==> src/rtl/unified_mem_arbiter.sv <==
// Unified memory arbiter: shares one single-port memory between the
// instruction-fetch and data-memory stages. Data has priority, with a
// starvation counter that forces a fetch grant after STARVE_LIMIT
// consecutive data wins. Each access runs IDLE -> ISSUE -> WAIT -> RESP.
module unified_mem_arbiter #(
    parameter int unsigned ADDR_WIDTH   = 32,
    parameter int unsigned DATA_WIDTH   = 32,
    parameter int unsigned MEM_LATENCY  = 1,
    parameter int unsigned STARVE_LIMIT = 3
) (
    input  logic                  clk,
    input  logic                  reset,

    input  logic                  if_req_i,
    input  logic [ADDR_WIDTH-1:0] if_addr_i,
    output logic                  if_gnt_o,
    output logic                  if_rvalid_o,
    output logic [DATA_WIDTH-1:0] if_rdata_o,

    input  logic                  dm_req_i,
    input  logic                  dm_we_i,
    input  logic [ADDR_WIDTH-1:0] dm_addr_i,
    input  logic [DATA_WIDTH-1:0] dm_wdata_i,
    output logic                  dm_gnt_o,
    output logic                  dm_rvalid_o,
    output logic [DATA_WIDTH-1:0] dm_rdata_o,

    output logic                  mem_en_o,
    output logic                  mem_we_o,
    output logic [ADDR_WIDTH-1:0] mem_addr_o,
    output logic [DATA_WIDTH-1:0] mem_wdata_o,
    input  logic [DATA_WIDTH-1:0] mem_rdata_i,

    output logic                  stall_if_o,
    output logic                  stall_mem_o,
    output logic                  busy_o
);

    localparam int unsigned CNT_W    = 3;
    localparam int unsigned STARVE_W = 4;

    localparam logic [1:0] S_IDLE  = 2'd0;
    localparam logic [1:0] S_ISSUE = 2'd1;
    localparam logic [1:0] S_WAIT  = 2'd2;
    localparam logic [1:0] S_RESP  = 2'd3;

    localparam logic [CNT_W-1:0]    LAT_LOAD   = CNT_W'(MEM_LATENCY - 1);
    localparam logic [STARVE_W-1:0] STARVE_MAX = STARVE_W'(STARVE_LIMIT);

    logic [1:0]            state, state_d;
    logic [CNT_W-1:0]      lat_cnt, lat_cnt_d;
    logic [STARVE_W-1:0]   starve_cnt, starve_cnt_d;
    logic                  win_dm, win_dm_d;
    logic                  win_we, win_we_d;

    logic                  if_gnt_d, dm_gnt_d;
    logic                  if_rvalid_d, dm_rvalid_d;
    logic [DATA_WIDTH-1:0] if_rdata_d, dm_rdata_d;
    logic                  mem_en_d, mem_we_d;
    logic [ADDR_WIDTH-1:0] mem_addr_d;
    logic [DATA_WIDTH-1:0] mem_wdata_d;
    logic                  busy_d;
    logic                  fetch_wins;

    // Next-state, arbitration and next-output decode
    always_comb begin
        state_d      = state;
        lat_cnt_d    = lat_cnt;
        starve_cnt_d = starve_cnt;
        win_dm_d     = win_dm;
        win_we_d     = win_we;
        if_gnt_d     = 1'b0;
        dm_gnt_d     = 1'b0;
        if_rvalid_d  = 1'b0;
        dm_rvalid_d  = 1'b0;
        if_rdata_d   = if_rdata_o;
        dm_rdata_d   = dm_rdata_o;
        mem_en_d     = 1'b0;
        mem_we_d     = 1'b0;
        mem_addr_d   = '0;
        mem_wdata_d  = '0;
        fetch_wins   = 1'b0;

        case (state)
            S_IDLE: begin
                if (if_req_i || dm_req_i) begin
                    // Fetch wins when alone or when it has been starved long enough
                    fetch_wins = if_req_i && (!dm_req_i || (starve_cnt == STARVE_MAX));
                    state_d    = S_ISSUE;
                    mem_en_d   = 1'b1;
                    if (fetch_wins) begin
                        win_dm_d     = 1'b0;
                        win_we_d     = 1'b0;
                        if_gnt_d     = 1'b1;
                        mem_addr_d   = if_addr_i;
                        starve_cnt_d = '0;
                    end else begin
                        win_dm_d    = 1'b1;
                        win_we_d    = dm_we_i;
                        dm_gnt_d    = 1'b1;
                        mem_we_d    = dm_we_i;
                        mem_addr_d  = dm_addr_i;
                        mem_wdata_d = dm_wdata_i;
                        if (!if_req_i) begin
                            starve_cnt_d = '0;
                        end else if (starve_cnt != STARVE_MAX) begin
                            starve_cnt_d = starve_cnt + STARVE_W'(1);
                        end
                    end
                end
            end
            S_ISSUE: begin
                lat_cnt_d = LAT_LOAD;
                state_d   = S_WAIT;
            end
            S_WAIT: begin
                if (lat_cnt == '0) begin
                    state_d = S_RESP;
                    if (win_dm) begin
                        dm_rvalid_d = 1'b1;
                        if (!win_we) begin
                            dm_rdata_d = mem_rdata_i;
                        end
                    end else begin
                        if_rvalid_d = 1'b1;
                        if_rdata_d  = mem_rdata_i;
                    end
                end else begin
                    lat_cnt_d = lat_cnt - CNT_W'(1);
                end
            end
            S_RESP: begin
                state_d = S_IDLE;
            end
            default: begin
                state_d = S_IDLE;
            end
        endcase

        busy_d = (state_d != S_IDLE);
    end

    // State and registered outputs
    always_ff @(posedge clk or negedge reset) begin
        if (!reset) begin
            state       <= S_IDLE;
            lat_cnt     <= '0;
            starve_cnt  <= '0;
            win_dm      <= 1'b0;
            win_we      <= 1'b0;
            if_gnt_o    <= 1'b0;
            dm_gnt_o    <= 1'b0;
            if_rvalid_o <= 1'b0;
            dm_rvalid_o <= 1'b0;
            if_rdata_o  <= '0;
            dm_rdata_o  <= '0;
            mem_en_o    <= 1'b0;
            mem_we_o    <= 1'b0;
            mem_addr_o  <= '0;
            mem_wdata_o <= '0;
            busy_o      <= 1'b0;
        end else begin
            state       <= state_d;
            lat_cnt     <= lat_cnt_d;
            starve_cnt  <= starve_cnt_d;
            win_dm      <= win_dm_d;
            win_we      <= win_we_d;
            if_gnt_o    <= if_gnt_d;
            dm_gnt_o    <= dm_gnt_d;
            if_rvalid_o <= if_rvalid_d;
            dm_rvalid_o <= dm_rvalid_d;
            if_rdata_o  <= if_rdata_d;
            dm_rdata_o  <= dm_rdata_d;
            mem_en_o    <= mem_en_d;
            mem_we_o    <= mem_we_d;
            mem_addr_o  <= mem_addr_d;
            mem_wdata_o <= mem_wdata_d;
            busy_o      <= busy_d;
        end
    end

    // Stage stalls; forced low while reset is asserted so every output reads 0
    assign stall_if_o  = reset & if_req_i & ~if_rvalid_o;
    assign stall_mem_o = reset & dm_req_i & ~dm_rvalid_o;

endmodule

==> config.mk <==
export PLATFORM = sky130hd
export DESIGN_NAME = unified_mem_arbiter
export DESIGN_NICKNAME = d
export VERILOG_FILES = /design/src/rtl/unified_mem_arbiter.sv
export SDC_FILE = /design/constraint.sdc
export NUM_CORES = 1
export LEC_CHECK = 0
export BUFFER_PORTS_ARGS = -buffer_cell sky130_fd_sc_hd__clkbuf_2
export CORE_MARGIN = 3
export CORE_UTILIZATION = 42
export CTS_BUF_LIST = sky130_fd_sc_hd__clkbuf_2
export CTS_CLUSTER_SIZE = 25
export DETAILED_ROUTE_END_ITERATION = 8
export PLACE_DENSITY = 0.78
export SKIP_CTS_REPAIR_TIMING = 1
export SLEW_MARGIN = 15
export SYNTH_ARGS = -nofsm -noshare
export SYNTH_HDL_FRONTEND = slang
export SYNTH_SLANG_ARGS = --single-unit
==> constraint.sdc <==
create_clock -name clk -period 2.2 [get_ports clk]
set_clock_uncertainty 0.15 [all_clocks]
set_input_delay 0.22 -clock clk [delete_from_list [all_inputs] [get_ports clk]]
set_output_delay 0.22 -clock clk [all_outputs]
set_load 0.03 [all_outputs]
Word level (Yosys, flattened, before mapping)
Index checks and enable logic that the tools add are counted.
{ "totals": {"regBits": 146, "latch_bits": 0, "mem_bits_rw": 0, "rom_bits": 0, "inputBits": 133, "output_inout_bits": 137, "elab_cells": 77, "memories": 0} }
{ "op_classes": {"addsub": 2, "multipliers": 0, "n_div": 0, "order_cmp": 0, "n_eq_ne": 7, "shift": 0, "muxes": 31, "n_bitwise": 8, "n_reduce_logical": 13} }
{ "ops": {"columns": ["op", "n"], "rows": [
  ["$mux W32", 6],
  ["$mux W1", 17],
  ["$mux W4", 3],
  ["$pmux W2 S4", 1],
  ["$pmux W3 S2", 1],
  ["$reduce_and A3 Y1", 2],
  ["$add A4 B1 Y4 const B", 1],
  ["$and A1 B1 Y1", 4],
  ["$eq A2 B2 Y1 const B", 2],
  ["$eq A4 B2 Y1 const B", 1],
  ["$mux W2", 2],
  ["$ne A4 B2 Y1 const B", 1],
  ["$not A1 Y1", 4],
  ["$reduce_and A2 Y1", 2],
  ["$reduce_and A4 Y1", 1],
  ["$reduce_bool A2 Y1", 2],
  ["$logic_not A3 Y1", 1],
  ["$mux W3", 1],
  ["$ne A3 B1 Y1 const B", 1],
  ["$sub A3 B1 Y3 const B", 1],
  ["$eq A2 B1 Y1 const B", 1],
  ["$logic_not A2 Y1", 1],
  ["$logic_or A1 B1 Y1", 2],
  ["$ne A2 B2 Y1 const B", 1],
  ["other kinds (2)", 2]
]} }

Depth between registers and ports, before layout
Gate-level depths: netlist (run 1).
{ "logic_depth": {"ltp_word": 6, "depth_mapped": 9, "ltp_nobuf": 7} }

Worst setup path after synthesis (run 1)
No wires, ideal clock.
{ "synth_timing": {"path_type": "reg-to-reg", "from": "register lat_cnt[0]", "to": "register if_rdata_o[10]", "setup_time_ns": 0.125, "arrival_ns": 1.852, "setup_slack_ns": 0.074, "path_stages_with_launch": 10, "path_buffers": 2, "synth_period_minus_slack_ns": 2.126, "cell_sequence": "dfrtp_1 > inv_1 > ha_1 > ha_1 > nand2_1 > or2_2 > buf_2 > inv_2 > buf_6 > mux2_2"} }
{ "synth_between": {"elab_chain_cells": 2} }
{ "synth_rtl": {"columns": ["element", "line_no", "source"], "rows": [
  ["start: declaration", "51", "logic [CNT_W-1:0] lat_cnt, lat_cnt_d;"],
  ["start signal: assignment", "164", "lat_cnt <= lat_cnt_d;"],
  ["$logic_not A3 Y1", "117", "if (lat_cnt == '0) begin"],
  ["$reduce_and A3 Y1 (no line)", null, null],
  ["end signal: assignment", "172", "if_rdata_o <= if_rdata_d;"],
  ["end: declaration", "18", "output logic [DATA_WIDTH-1:0] if_rdata_o,"]
]} }
Every way passes these cells.
A chain may end at the register's enable or synchronous reset.

Worst setup path in the final report (run 1)
{ "layout_timing": {"from": "register lat_cnt[0]", "to": "register if_rdata_o[21]"} }
The elaborated chain is that of the path after synthesis.

==> results of run 1 <==
-- state kept, by name, summed over array words and instances (netlist names), 2 cells and up --
name / cells
starve_cnt: 4
mem_wdata_o: 32
mem_addr_o: 32
if_rdata_o: 32
lat_cnt: 3
dm_rdata_o: 32
state: 2
-- power by group through the flow --
stage | Combinational (µW) | Sequential (µW) | Clock [µW]
after floorplan | 1490 | 5830 | 0
after global placement | 4570 | 4080 | 0
after detailed placement | 4680 | 4130 | 0
after CTS | 4680 | 4060 | 1700
after global routing | 5190 | 4190 | 1820
final | 4920 | 4100 | 1650
-- area by class of cell --
type,count,area [µm²]
diodes,1,2.50
clock buffers,20,100
clock inverters,12,164
fillers,828,3750
inverters,9,38.8
multi-input cells,173,1530
flip-flops and latches,146,3650
well taps,168,210
repair buffers,408,2770
-- metal layers --
metal	share of wire [%]	wire, µm
met1	38	6170
met2	51	8290
met3	8.3	1350
met4	2.7	435
met5	0	0
-- stage by stage --
step           setup WS, ns  setup TNS, ns  hold slack (ns)  area, µm²  utilization, %
3_3_place_gp          0.104              0          -0.0575       6840            56.0
6_report              0.144              0            0.134       8470            69.3
5_1_grt              0.0210              0           0.0267       8470            69.3
4_1_cts            -0.00884        -0.0255           -0.875       7110            58.2
3_5_place_dp         0.0278              0          -0.0516       6840            56.0
2_1_floorplan        0.0737              0           -0.226       5320               -
-- cell families after synthesis --
family	count (synthesis)
AOI/OAI and AO/OA	47
muxes	66
adders and majority gates	6
DFF	146
xor gates and xnor gates	1
buffers and inverters	28
and+or+nand+nor	53
-- worst reg2reg max path: cells and delay by family, from the launching register on --
family                   cells  cell delay [ns]
multiplexers                 1             0.31
AND/OR/NAND/NOR              2             0.38
adder cells (fa/ha/maj)      2             0.39
flip-flops                   1             0.43
buffers and inverters        2             0.28
-- cells in the final DEF, fill, tap and decap left out, types with 3 or more instances in the layout --
master           n
a22o_1          34
and2_1          33
buf_12           3
buf_4            3
bufinv_16        4
clkbuf_2       288
clkinv_1         4
dfrtp_1        146
dlygate4sd3_1  133
ha_1             6
inv_1            8
mux2_2          63
nand2_1          7
nor2_1           3
o21ai_0          4
-- how the worst min path moves through the flow --
stage                                 end            from  depth (start not counted)  slack [ns]
after floorplan                    busy_o           reset                          0       -0.23
after global placement     dm_rdata_o[22]           reset                          1       -0.06
after detailed placement   dm_rdata_o[22]           reset                          1       -0.05
after CTS                          win_dm           reset                          1       -0.87
after global routing      mem_wdata_o[30]  dm_wdata_i[30]                          3        0.03
final                     mem_wdata_o[10]  dm_wdata_i[10]                          3        0.13
==> reports/results.ini, run 1 <==
[status]
status=complete, no violations

[power_and_ir_drop]
switching_share_pct=42.4
clkPwrFrac_pct=15.5
vdd_drop_max_mv=0.468
p_int_uw=6150
finalPower_uw=10700
p_switching_uw=4520
power.share.sequential_pct=38.4
power_density_mw_per_mm2=1260
comb_power_share_pct=46.1
leakage_uw=0.00440

[synthesis]
synthArstFlopShare_pct=100
synth_top_family_by_area=multiplexers
synth_compound_area_share_pct=7.38
synth_area_mm2=0.00532
ys_seq_elements=146
yosys-top-cells-area=dfrtp_1 (69%), mux2_2 (13%), a22o_1 (5.6%)
synth.top_cell.area_share_pct=68.7
syn_nets=486
ys_seq_area_share_pct=68.7
postSynthCellCount=347
synth-main-ff-cell=dfrtp_1
synth.distinct_cells=32
synthTopCellsByCount=dfrtp_1 (146), mux2_2 (63), a22o_1 (34), and2_1 (33)
synth_mux_area_share_pct=13.9
synth_xor_area_share_pct=0.165
synth_edf_count=0
synth_fa_ha_area_share_pct=1.41
avgSynthCellArea_um2=15.3
yosys_warnings=0
synth_most_common_cell=dfrtp_1
synth_top_area_cell=dfrtp_1
synthSimpleGateAreaFrac_pct=5.88

[critical_path]
cpMaxStageDelayCell=dfrtp_1
r2r_end=if_rdata_o[21]
setup.worst_path.class=register to register
reg2reg_slack_ns=0.14
crit_chain=inv_1, ha_1, ha_1, nand2_1, or2_2, buf_4, mux2_2
critPathBufInv=2
crit_cells=7
cp-endpoint=if_rdata_o[21]
worstSetupStartpointType=register
crit_arrival_ns=2.46
crit_fanout=14
cp-startpoint=lat_cnt[0]
end_kind=register
crit_family=flip-flops
crit_path_max_incr_delay_ns=0.43
reg2regPathDepth=7
required_ns=2.60
rr_startpoint=lat_cnt[0]
path_common_cell=ha_1

[sta]
fmax_mhz=486
worst_pin_slew_ns=0.759
slew_headroom_pct=49.4
finalHoldViolCount=0
period_share_pct=93.5
setup_viol=0
grt_setup_unrepaired=false
drv_slew=0
finalCriticalPeriod_ns=2.06

[place]
dp_hpwl_mm=9.66
gp_congestion=0.807
placed_cells=770
port_buffers=269

[job]
drv_cap=0

[grt]
use_met3_pct=6.65
grt_antenna_before_repair=1
grt_pass1_vias=4150
grt_max_degree=70
met1_usage_pct=19.9
track_usage_pct=18.7
grt-busiest-layer=met2
grt_overflow=0
grt_pass1_wl_mm=20.5
gr-usage-met2_pct=33.8

[cts]
htreeDepth=4
clk_pin_slew_ns=0.19
clock_sinks=146
numCtsBuffers=17
clk_latency_ns=0.66
root_buffer=clkbuf_2
cts_tree=done
cts_buffer_depth=2

[layout]
drive_gt1_share_pct=48.4
fin_cells=937
synthToLayoutAreaGrowth_pct=59.1
final_nets=894

[routing]
drtAntennaViolNets=0
drt_iter0_drc=191
drtPass1Iterations=6
drc_errors=0
viasPerCell=4.81
vias=4508
wl_per_cell_um=17.3
totalWireLength_mm=16.2

[floorplanning]
io_pins=270
rows=40
die_x_um=119
die_h_um=119
dieArea_mm2=0.0141
start_util_pct=43.6
core_mm2=0.0122

[hold_path]
hold_path.class=primary input to register

(Power assumes the default switching activity.)
==> inputs of run 2 (changes only) <==
--- a/config.mk
+++ b/config.mk
@@ -5,9 +5,10 @@
 export SDC_FILE = /design/constraint.sdc
 export NUM_CORES = 1
 export LEC_CHECK = 0
+export ABC_AREA = 1
 export BUFFER_PORTS_ARGS = -buffer_cell sky130_fd_sc_hd__clkbuf_2
 export CORE_MARGIN = 3
-export CORE_UTILIZATION = 42
+export CORE_UTILIZATION = 43
 export CTS_BUF_LIST = sky130_fd_sc_hd__clkbuf_2
 export CTS_CLUSTER_SIZE = 25
 export DETAILED_ROUTE_END_ITERATION = 8
==> reports/results.ini, run 2 <==
[critical_path]
r2r_end=dm_rdata_o[2]
crit_path_max_incr_delay_ns=0.47
reg2regPathDepth=8
end_kind=output port
cpMaxStageDelayCell=dfrtp_1
crit_arrival_ns=1.65
required_ns=1.83
cp-endpoint=stall_if_o
setup.worst_path.class=register to output port
reg2reg_slack_ns=0.21
worstSetupStartpointType=register
crit_chain=nor3_1, clkbuf_2
crit_fanout=2
cp-startpoint=if_rvalid_o
rr_startpoint=lat_cnt[0]

[cts]
cts_tree=done
clock_sinks=146
clk_pin_slew_ns=0.20
clk_latency_ns=0.67
root_buffer=clkbuf_2
htreeDepth=4
cts_buffer_depth=2
numCtsBuffers=17

[routing]
drtAntennaViolNets=0
drc_errors=0
viasPerCell=4.67
vias=5534
drtPass1Iterations=5
totalWireLength_mm=17.8
drt_iter0_drc=403
wl_per_cell_um=15.0

[grt]
grt_antenna_before_repair=1
track_usage_pct=19.7
use_met3_pct=8.25
grt_pass1_vias=4651
grt_pass1_wl_mm=22.7
grt_max_degree=75
met1_usage_pct=23.7
grt-busiest-layer=met2
grt_overflow=0
gr-usage-met2_pct=31.5

[layout]
final_nets=1139
synthToLayoutAreaGrowth_pct=54.5
fill_cells=888
final_cell_mix=clkbuf_2 (288), dfrtp_1 (146), dlygate4sd3_1 (134), nand2_1 (109), nor2_1 (104)
drive_gt1_share_pct=31.3
layout_commonest_cell=clkbuf_2

[synthesis]
yosys-top-cells-area=dfrtp_1 (64%), nand2_1 (7.2%), nor2_1 (6.9%)
synth-main-ff-cell=dfrtp_1
synth_top_area_cell=dfrtp_1
avgSynthCellArea_um2=9.53
synthArstFlopShare_pct=100
synth.top_cell.area_share_pct=64.1
postSynthCellCount=598
synth_edf_count=0
ys_seq_elements=146
synth_most_common_cell=dfrtp_1
synthTopCellsByCount=dfrtp_1 (146), nand2_1 (110), nor2_1 (104), inv_1 (79), o21ai_0 (67)
yosys_warnings=0
synth.distinct_cells=24
synth_area_mm2=0.00570
ys_seq_area_share_pct=64.1
syn_nets=737

[power_and_ir_drop]
vdd_drop_max_mv=0.532
power_density_mw_per_mm2=1190
leakage_uw=0.00492

[sta]
worst_pin_slew_ns=0.909
fmax_mhz=495
finalHoldWorstSlack_ns=0.121
drv_slew=0
period_share_pct=91.8
finalHoldViolCount=0
fin_tns_setup_ns=0
grt_setup_unrepaired=false
finalCriticalPeriod_ns=2.02
slew_headroom_pct=39.4
setup_viol=0

[status]
status=complete, no violations

[floorplanning]
die_x_um=121
die_h_um=121
dieArea_mm2=0.0147
core_mm2=0.0128
rows=41
start_util_pct=44.6
io_pins=270

[place]
gp_congestion=0.785
port_buffers=269
dp_hpwl_mm=10.6

[job]
drv_cap=0

[hold_path]
hold_path.class=primary input to register

-- run 2: cell types whose count changed in the layout (fill, tap and decap cells not counted), sizes merged, moves of 34 or more --
cell	delta
nand2	+105
nor2	+101
inv	+74
mux2	-64
o21ai	+62
a22o	-34
-- run 2: critical path, delay by kind of cell (launching register included) --
kind,cells,cell delay [ns]
DFF,1,0.47
buffers and inverters,1,0.26
and+or+nand+nor,1,0.26
-- run 2: report_power, final --
part | switching [µW] | internal (µW)
Combinational | 3430 | 1390
Sequential | 483 | 3610
Clock | 922 | 632
-- run 2: kinds of logic (layout without fill, tap and decap cells) --
family / after synthesis / in the layout / share of synthesized area, %
AO/OA/AOI/OAI: 75 / 75 / 7.03
adder cells (fa/ha/maj): 6 / 6 / 1.32
buffers and inverters: 111 / 525 / 7.82
flip-flops: 146 / 146 / 64.1
other: 0 / 1 / 0
AND/OR/NAND/NOR: 260 / 260 / 19.7
-- run 2: cell type report --
class / count / area (µm²) / area share, %
Sequential cell: 146 / 3650 / 41.5
Timing Repair Buffer: 412 / 2790 / 31.6
Multi-Input combinational cell: 341 / 1600 / 18.2
Inverter: 82 / 308 / 3.50
Tap cell: 172 / 215 / 2.44
Clock inverter: 11 / 138 / 1.56
Clock buffer: 20 / 100 / 1.14
Antenna cell: 1 / 2.50 / 0.0284
-- run 2: metrics by stage --
stage	cells	cell area, µm²	util (%)	worst slack [ns]	power [µW]
after floorplan	598	5700	-	0.520	7160
after global placement	1019	7220	56.5	0.365	8600
after detailed placement	1019	7220	56.5	0.273	8720
after CTS	1050	7460	58.4	0.0509	10300
after global routing	1185	8800	68.9	0.0178	11100
final	1185	8800	68.9	0.181	10500
-- run 2: worst min-delay path by stage --
| stage | start | endpoint | slack [ns] | cells after the start |
|---|---|---|---|---|
| global placement | dm_wdata_i[29] | mem_wdata_o[29] | 0.26 | 3 |
| global route | dm_wdata_i[19] | mem_wdata_o[19] | 0.01 | 4 |
| CTS | dm_wdata_i[16] | mem_wdata_o[16] | -0.55 | 3 |
| floorplan | reset | busy_o | -0.23 | 0 |
| finish | dm_wdata_i[4] | mem_wdata_o[4] | 0.12 | 4 |
| detailed placement | dm_wdata_i[16] | mem_wdata_o[16] | 0.27 | 3 |
-- run 2: routing by layer --
| layer | up-vias | part of all wire (%) |
|---|---|---|
| met1 | 2595 | 38 |
| met5 | - | 0 |
| li1 | 2631 | - |
| met2 | 265 | 50 |
| met4 | 0 | 2.9 |
| met3 | 43 | 9.2 |
==> inputs of run 3 (changes only) <==
--- a/config.mk
+++ b/config.mk
@@ -8,11 +8,11 @@
 export ABC_AREA = 1
 export BUFFER_PORTS_ARGS = -buffer_cell sky130_fd_sc_hd__clkbuf_2
 export CORE_MARGIN = 3
-export CORE_UTILIZATION = 43
+export CORE_UTILIZATION = 52
 export CTS_BUF_LIST = sky130_fd_sc_hd__clkbuf_2
 export CTS_CLUSTER_SIZE = 25
 export DETAILED_ROUTE_END_ITERATION = 8
-export PLACE_DENSITY = 0.78
+export PLACE_DENSITY = 0.88
 export SKIP_CTS_REPAIR_TIMING = 1
 export SLEW_MARGIN = 15
 export SYNTH_ARGS = -nofsm -noshare
==> constraint.sdc (replaced) <==
create_clock -name clk -period 2.55 [get_ports clk]
set_clock_uncertainty 0.15 [all_clocks]
set_input_delay 0.255 -clock clk [delete_from_list [all_inputs] [get_ports clk]]
set_output_delay 0.255 -clock clk [all_outputs]
set_load 0.03 [all_outputs]
==> reports/results.ini, run 3 (same netlist as run 2, synthesis figures left out) <==
[sta]
drv_slew=0
setup_viol=0
worst_pin_slew_ns=0.733
period_share_pct=95.4
slew_headroom_pct=51.1
finalCriticalPeriod_ns=2.43
fmax_mhz=411
finalHoldViolCount=0

[grt]
grt_overflow=0
grt_max_degree=147
grt_pass1_vias=4985
track_usage_pct=24.3
grt_pass1_wl_mm=23.8
grt_antenna_before_repair=1

[floorplanning]
rows=37
start_util_pct=54.2
dieArea_mm2=0.0123
die_x_um=111
io_pins=270
core_mm2=0.0105
die_h_um=111

[cts]
htreeDepth=4
clk_pin_slew_ns=0.24
clk_latency_ns=0.68
numCtsBuffers=17
cts_buffer_depth=2
clock_sinks=146
cts_tree=done
root_buffer=clkbuf_2

[critical_path]
setup.worst_path.class=register to register
crit_fanout=42
end_kind=register
worstSetupStartpointType=register
required_ns=3.02
crit_arrival_ns=2.90

[routing]
wl_per_cell_um=18.4
viasPerCell=5.26
totalWireLength_mm=21.2
drt_iter0_drc=696
drc_errors=0
drtAntennaViolNets=0
vias=6049
drtPass1Iterations=9

[power_and_ir_drop]
vdd_drop_max_mv=0.821
power_density_mw_per_mm2=1080
leakage_uw=0.00500

[place]
gp_congestion=0.829
port_buffers=269
dp_hpwl_mm=10.3
dpl_cell_area_mm2=0.00718
placed_cells=981

[layout]
layout_commonest_cell=clkbuf_2
final_nets=1140
drive_gt1_share_pct=31.2
fin_area_mm2=0.00882
final_cell_mix=clkbuf_2 (286), dfrtp_1 (146), dlygate4sd3_1 (137), nand2_1 (109), nor2_1 (104)
synthToLayoutAreaGrowth_pct=54.9
fin_cells=1150

[job]
drv_cap=0

[hold_path]
hold_path.class=primary input to asynchronous set/reset pin

[status]
status=complete, no violations

==> run 3: critical path: stages (launching register included) <==
cell and delay [ns]:
dfrtp_1 0.44, inv_1 0.09, ha_1 0.18, inv_1 0.09
a21oi_4 0.14, buf_4 0.40, nand2_1 0.16, nor2_1 0.16
dlygate4sd3_1 0.56
==> run 3: cell type report <==
cell class / count / area [µm²]
Sequential cell: 146 / 3650
Timing Repair Buffer: 413 / 2810
Fill cell: 512 / 1680
Multi-Input combinational cell: 341 / 1600
Inverter: 82 / 308
Clock inverter: 13 / 185
Tap cell: 136 / 170
Clock buffer: 18 / 90.1
Antenna cell: 1 / 2.50
==> run 3: through the flow <==
step                TNS, ns  worst slack (ns)  hold WS, ns  total power [µW]  utilization [%]
finish                    0             0.116        0.135              9550             84.0
global route        -0.0193           -0.0126       0.0623             10000             84.0
CTS                       0             0.519       -0.489              9010             70.9
detailed placement        0             0.622        0.299              7520             68.3
global placement          0             0.700        0.284              7370             68.3
floorplan                 0             0.870       -0.191              6180                -
==> run 3: metal layers <==
metal	share of wire, %	vias up	track usage, %
met5	0	-	0
met4	5.1	0	9.11
met3	8.5	92	7.75
met2	52	429	41.1
met1	35	2890	29.1
li1	-	2638	-
==> run 3: path summary, 6_finish.rpt <==
kind / startpoint / end / slack (ns) / cells past startpoint
max: state[0] / mem_addr_o[20] / 0.12 / 8
min: reset / dm_rdata_o[28] / 0.14 / 3
max reg2reg: state[0] / mem_addr_o[20] / 0.12 / 8
min reg2reg: if_rdata_o[11] / if_rdata_o[11] / 0.36 / 2
max in group asynchronous: reset / if_rdata_o[18] / 1.58 / 3
min in group clk: dm_wdata_i[30] / mem_wdata_o[30] / 0.14 / 4
==> run 3: power by group <==
part           switching [µW]  internal [µW]
Sequential                456           3110
Combinational            3160           1310
Clock                     865            644
